==> src/rtl/simple_mem_copy_dma.sv <==
// Word-at-a-time memory copy engine for the Simple_Mem bus.
// Each word is read, then written, then both addresses advance by 4.
// Every wait for a ready pulse is bounded, and a timeout is reported with
// the address of the access that was left hanging.
module simple_mem_copy_dma #(
  parameter int TIMEOUT = 255,
  parameter int LEN_W   = 16
) (
  input  logic             clock,
  input  logic             reset,
  input  logic             start,
  input  logic [31:0]      src_addr,
  input  logic [31:0]      dst_addr,
  input  logic [LEN_W-1:0] word_count,
  input  logic             abort,
  output logic             busy,
  output logic             done,
  output logic             err,
  output logic [31:0]      err_addr,
  output logic [31:0]      rd_addr,
  output logic [3:0]       rd_byteEn,
  output logic             rd_valid,
  input  logic             rd_ready,
  input  logic [31:0]      rd_data,
  output logic [31:0]      wr_addr,
  output logic [31:0]      wr_data,
  output logic [3:0]       wr_byteEn,
  output logic             wr_valid,
  input  logic             wr_ready
);

  typedef enum logic [2:0] {
    IDLE    = 3'd0,
    RD_REQ  = 3'd1,
    RD_WAIT = 3'd2,
    WR_REQ  = 3'd3,
    WR_WAIT = 3'd4
  } state_t;

  // Last wait cycle in which a ready pulse is still accepted.
  localparam logic [7:0] WAIT_LIMIT = 8'(TIMEOUT);

  state_t           state_reg,    state_next;
  logic [31:0]      rd_addr_reg,  rd_addr_next;
  logic [31:0]      wr_addr_reg,  wr_addr_next;
  logic [31:0]      data_reg,     data_next;
  logic [LEN_W-1:0] cnt_reg,      cnt_next;
  logic [7:0]       wait_reg,     wait_next;
  logic             done_reg,     done_next;
  logic             err_reg,      err_next;
  logic [31:0]      err_addr_reg, err_addr_next;

  logic rd_req;
  logic wr_req;

  // Register all state; reset returns every output and counter to zero.
  always_ff @(posedge clock) begin
    if (reset) begin
      state_reg    <= IDLE;
      rd_addr_reg  <= '0;
      wr_addr_reg  <= '0;
      data_reg     <= '0;
      cnt_reg      <= '0;
      wait_reg     <= '0;
      done_reg     <= 1'b0;
      err_reg      <= 1'b0;
      err_addr_reg <= '0;
    end else begin
      state_reg    <= state_next;
      rd_addr_reg  <= rd_addr_next;
      wr_addr_reg  <= wr_addr_next;
      data_reg     <= data_next;
      cnt_reg      <= cnt_next;
      wait_reg     <= wait_next;
      done_reg     <= done_next;
      err_reg      <= err_next;
      err_addr_reg <= err_addr_next;
    end
  end

  // Next-state logic: sequence read/write per word, bound each wait, honour abort.
  always_comb begin
    state_next    = state_reg;
    rd_addr_next  = rd_addr_reg;
    wr_addr_next  = wr_addr_reg;
    data_next     = data_reg;
    cnt_next      = cnt_reg;
    wait_next     = wait_reg;
    done_next     = 1'b0;
    err_next      = 1'b0;
    err_addr_next = err_addr_reg;

    if (abort && (state_reg != IDLE)) begin
      // Drop the transfer silently; an already issued valid pulse stays issued.
      state_next = IDLE;
    end else begin
      case (state_reg)
        IDLE: begin
          if (start) begin
            if (word_count != '0) begin
              state_next   = RD_REQ;
              rd_addr_next = src_addr;
              wr_addr_next = dst_addr;
              cnt_next     = word_count;
            end else begin
              done_next = 1'b1;
            end
          end
        end
        RD_REQ: begin
          wait_next  = 8'd1;
          state_next = RD_WAIT;
        end
        RD_WAIT: begin
          if (rd_ready) begin
            data_next  = rd_data;
            state_next = WR_REQ;
          end else if (wait_reg == WAIT_LIMIT) begin
            state_next    = IDLE;
            err_next      = 1'b1;
            err_addr_next = rd_addr_reg;
          end else begin
            wait_next = wait_reg + 8'd1;
          end
        end
        WR_REQ: begin
          wait_next  = 8'd1;
          state_next = WR_WAIT;
        end
        WR_WAIT: begin
          if (wr_ready) begin
            cnt_next     = cnt_reg - 1'b1;
            rd_addr_next = rd_addr_reg + 32'd4;
            wr_addr_next = wr_addr_reg + 32'd4;
            if (cnt_reg == LEN_W'(1)) begin
              state_next = IDLE;
              done_next  = 1'b1;
            end else begin
              state_next = RD_REQ;
            end
          end else if (wait_reg == WAIT_LIMIT) begin
            state_next    = IDLE;
            err_next      = 1'b1;
            err_addr_next = wr_addr_reg;
          end else begin
            wait_next = wait_reg + 8'd1;
          end
        end
        default: state_next = IDLE;
      endcase
    end
  end

  assign rd_req = (state_reg == RD_REQ);
  assign wr_req = (state_reg == WR_REQ);

  // Byte enables follow their valid: all lanes during a request, none otherwise.
  genvar gi;
  generate
    for (gi = 0; gi < 4; gi++) begin : g_byte_en
      assign rd_byteEn[gi] = rd_req;
      assign wr_byteEn[gi] = wr_req;
    end
  endgenerate

  assign busy     = (state_reg != IDLE);
  assign done     = done_reg;
  assign err      = err_reg;
  assign err_addr = err_addr_reg;
  assign rd_addr  = rd_addr_reg;
  assign rd_valid = rd_req;
  assign wr_addr  = wr_addr_reg;
  assign wr_data  = data_reg;
  assign wr_valid = wr_req;

endmodule
==> config.mk <==
export PLATFORM = sky130hd
export DESIGN_NAME = simple_mem_copy_dma
export DESIGN_NICKNAME = d
export VERILOG_FILES = /design/src/rtl/simple_mem_copy_dma.sv
export SDC_FILE = /design/constraint.sdc
export NUM_CORES = 1
export LEC_CHECK = 0
export CAP_MARGIN = 20
export CORE_AREA = 5 5 177 179
export CTS_CLUSTER_SIZE = 16
export DETAILED_ROUTE_END_ITERATION = 16
export DIE_AREA = 0 0 182 184
export GPL_ROUTABILITY_DRIVEN = 1
export PLACE_DENSITY_LB_ADDON = 0.15
export SYNTH_ARGS = -nofsm -noshare
export SYNTH_HDL_FRONTEND = slang
export SYNTH_SLANG_ARGS = --single-unit
==> constraint.sdc <==
create_clock -name clock -period 3.7 [get_ports clock]
set_input_delay 0.74 -clock clock [delete_from_list [all_inputs] [get_ports clock]]
set_output_delay 0.74 -clock clock [all_outputs]
set_load 0.02 [all_outputs]
==> flow_summary.yaml <==
placement:
  post-place-ws_ns: 0.5444
  gp_congestion: 0.7866
  post-dp-hpwl_mm: 22.31
  dp.cells: 1696
  port_buffers: 258
yosys:
  synthesis.nets: 1233
  synthFlopType: "dfxtp_1"
  async_reset_ff_share_pct: 0
  syn_inst: 1110
  netlist_area_sq_um: 8399
  ys_seq_area_share_pct: 37.42
  ys_seq_elements: 157
  synth_area_leader_cell: "dfxtp_1"
  syn_area_per_cell_sq_um: 7.567
  ys_warn_count: 0
  synth_top_area_share_pct: 37.42
  synth_edf_count: 0
  synth.distinct_cells: 68
  synth_area_leaders: "dfxtp_1, a21oi_1, nand2_1"
timing:
  drv_slew: 0
  hold_viol: 0
  slew_headroom_pct: 39.09
  period_share_pct: 83.56
  worstMarginPinSlew_ns: 0.9136
  rsz0062_at_grt: "no"
  skew_ns: 0.01256
  fmax_mhz: 323.4
  finalSetupViolCount: 0
  finalSetupTns_ns: 0
  min_period_ns: 3.092
  setup_ws_ns: 0.6082
  holdWs_ns: 0.4548
global_route:
  track_usage_pct: 17.81
  grt-ovfl-total: 0
  grt_pass1_wl_mm: 48.16
  antenna_found_initial: 0
  grt_max_degree: 182
  grt_pass1_vias: 8488
clocking:
  cts_sinks: 157
  htree_num_levels: 4
  post_cts_buffers: 0
  numCtsBuffers: 17
  cts_tree: "yes"
  clkLatencyLatePin_ns: 0.44
  cts_root_buffer: "clkbuf_16"
  cts_hold_buffers: 0
  cts-resized-gates: 0
  clock_path_buffers: 2
  cts.clk_slew.worst_paths_ns: 0.07
status:
  outcome: "finished, final reports clean"
drt:
  drt-total-wl_mm: 31.47
  wl_per_cell_microns: 18.21
  drt_first_pass_iters: 5
  drc_errors: 0
  ant_nets: 0
  detail_route.iter0.violations: 785
  via_per_inst: 5.225
  num_vias: 9028
power_and_ir_drop:
  peakVddDrop_mv: 0.2851
  power_mw: 4.749
  p_leak_nw: 4.094
  power_density_nw_per_um2: 396.6
final_layout:
  drive_gt1_share_pct: 6.801
  antenna_cells: 0
  instances_no_fill: 1728
  areaGrowthSynthToFinish_pct: 42.54
  finalNetCount: 1448
die:
  dieArea_sq_um: 33490
  core_sq_um: 29400
  die_w_microns: 182
  start_util_pct: 28.57
  fp.dieH_microns: 184
  fp-row-count: 63
  num_io_pins: 259
worst_setup_path:
  critPathLaunchType: "register"
  crit_path_end_kind: "output pin"
  crit_type: "register to output pin"
  crit_fanout: 14
  cp.required_ns: 2.96
  worstPathArrival_ns: 2.35
run:
  maxCapViolCount: 0
min_path:
  hold_path.class: "register to register"
## layout make-up
cell class              instances  area, sq um
well taps                     390        488.0
clock buffers                  18        429.2
clock inverters                14        175.2
flip-flops and latches        157         3143
repair buffers                289         2875
fillers                      3037        17430
multi-input cells             826         4735
inverters                      34        127.6
## power breakdown
group	internal [mW]	switching, mW	total (mW)
Combinational	0.440	0.501	0.941
Clock	1.03	0.847	1.87
Sequential	1.78	0.153	1.94
## cells in the mapped netlist (10+ instances only)
| master | count |
|---|---|
| inv_1 | 34 |
| o31a_1 | 14 |
| clkbuf_1 | 55 |
| buf_2 | 23 |
| nand4_1 | 23 |
| nor3_1 | 25 |
| nor4_1 | 17 |
| nor2_1 | 110 |
| nand3_1 | 37 |
| a21oi_1 | 135 |
| dfxtp_1 | 157 |
| and3_1 | 12 |
| and2_1 | 16 |
| o32ai_1 | 19 |
| buf_4 | 10 |
| o21ai_0 | 55 |
| a211oi_1 | 36 |
| nand2_1 | 156 |
| and4_1 | 10 |
| mux2i_1 | 21 |
## logic make-up (layout without fill, tap and decap cells)
logic type,after synthesis,after routing,share of synthesized area [%]
compound gates,342,342,26.14
xor+xnor,2,2,0.2086
fa+ha+maj,5,5,0.7448
buf+inv,127,355,6.495
flops,157,157,37.42
mux,24,24,2.905
simple gates,453,453,26.08
## routing by layer
layer | share of wire [%] | global-route usage [%] | up-vias
met2 | 46 | 28.96 | 327
met1 | 44 | 23.39 | 4224
li1 | - | - | 4455
met3 | 8.3 | 5.323 | 22
met5 | 0 | 0 | -
met4 | 1.3 | 4.203 | 0
## cells in the final DEF, fill, tap and decap left out, drive strengths merged, types with 7 or more instances in the layout
| cell | count |
|---|---|
| clkdlybuf4s50 | 257 |
| dfxtp | 157 |
| nand2 | 157 |
| nand2b | 8 |
| nand4 | 24 |
| and4 | 10 |
| and2 | 16 |
| nor2 | 110 |
| clkbuf | 18 |
| a21oi | 136 |
| o31ai | 9 |
| o31a | 14 |
| a211oi | 36 |
| nand3 | 38 |
| nor3 | 25 |
| o32ai | 19 |
| inv | 41 |
| mux2i | 21 |
| nor3b | 7 |
| o21ai | 55 |
| or2 | 8 |
| buf | 32 |
| a311oi | 10 |
| and3 | 12 |
| a21o | 8 |
| nor4 | 19 |
| o21a | 9 |
## worst max-delay path: stages (launching register included)
cell             delay (ns)
dfxtp_1                0.66
nor2b_1                0.31
and2_1                 0.30
clkdlybuf4s50_1        0.66
## final timing paths
check	slack [ns]	endpoint	from	cells after the start
setup / recovery	0.61	wr_byteEn[3]	state_reg[0]	3
hold reg to reg	0.45	wr_data[31]	wr_data[31]	2
setup reg to reg	1.06	wr_addr[3]	state_reg[0]	6
hold / removal	0.45	wr_data[31]	wr_data[31]	2
## metrics by stage
stage	cell area, sq um	util [%]
final	11970	40.72
after global routing	11970	40.72
after CTS	11970	40.72
after detailed placement	11370	38.67
after global placement	11370	38.67
after floorplan	8399	-
Power figures use the tool's default switching activity.
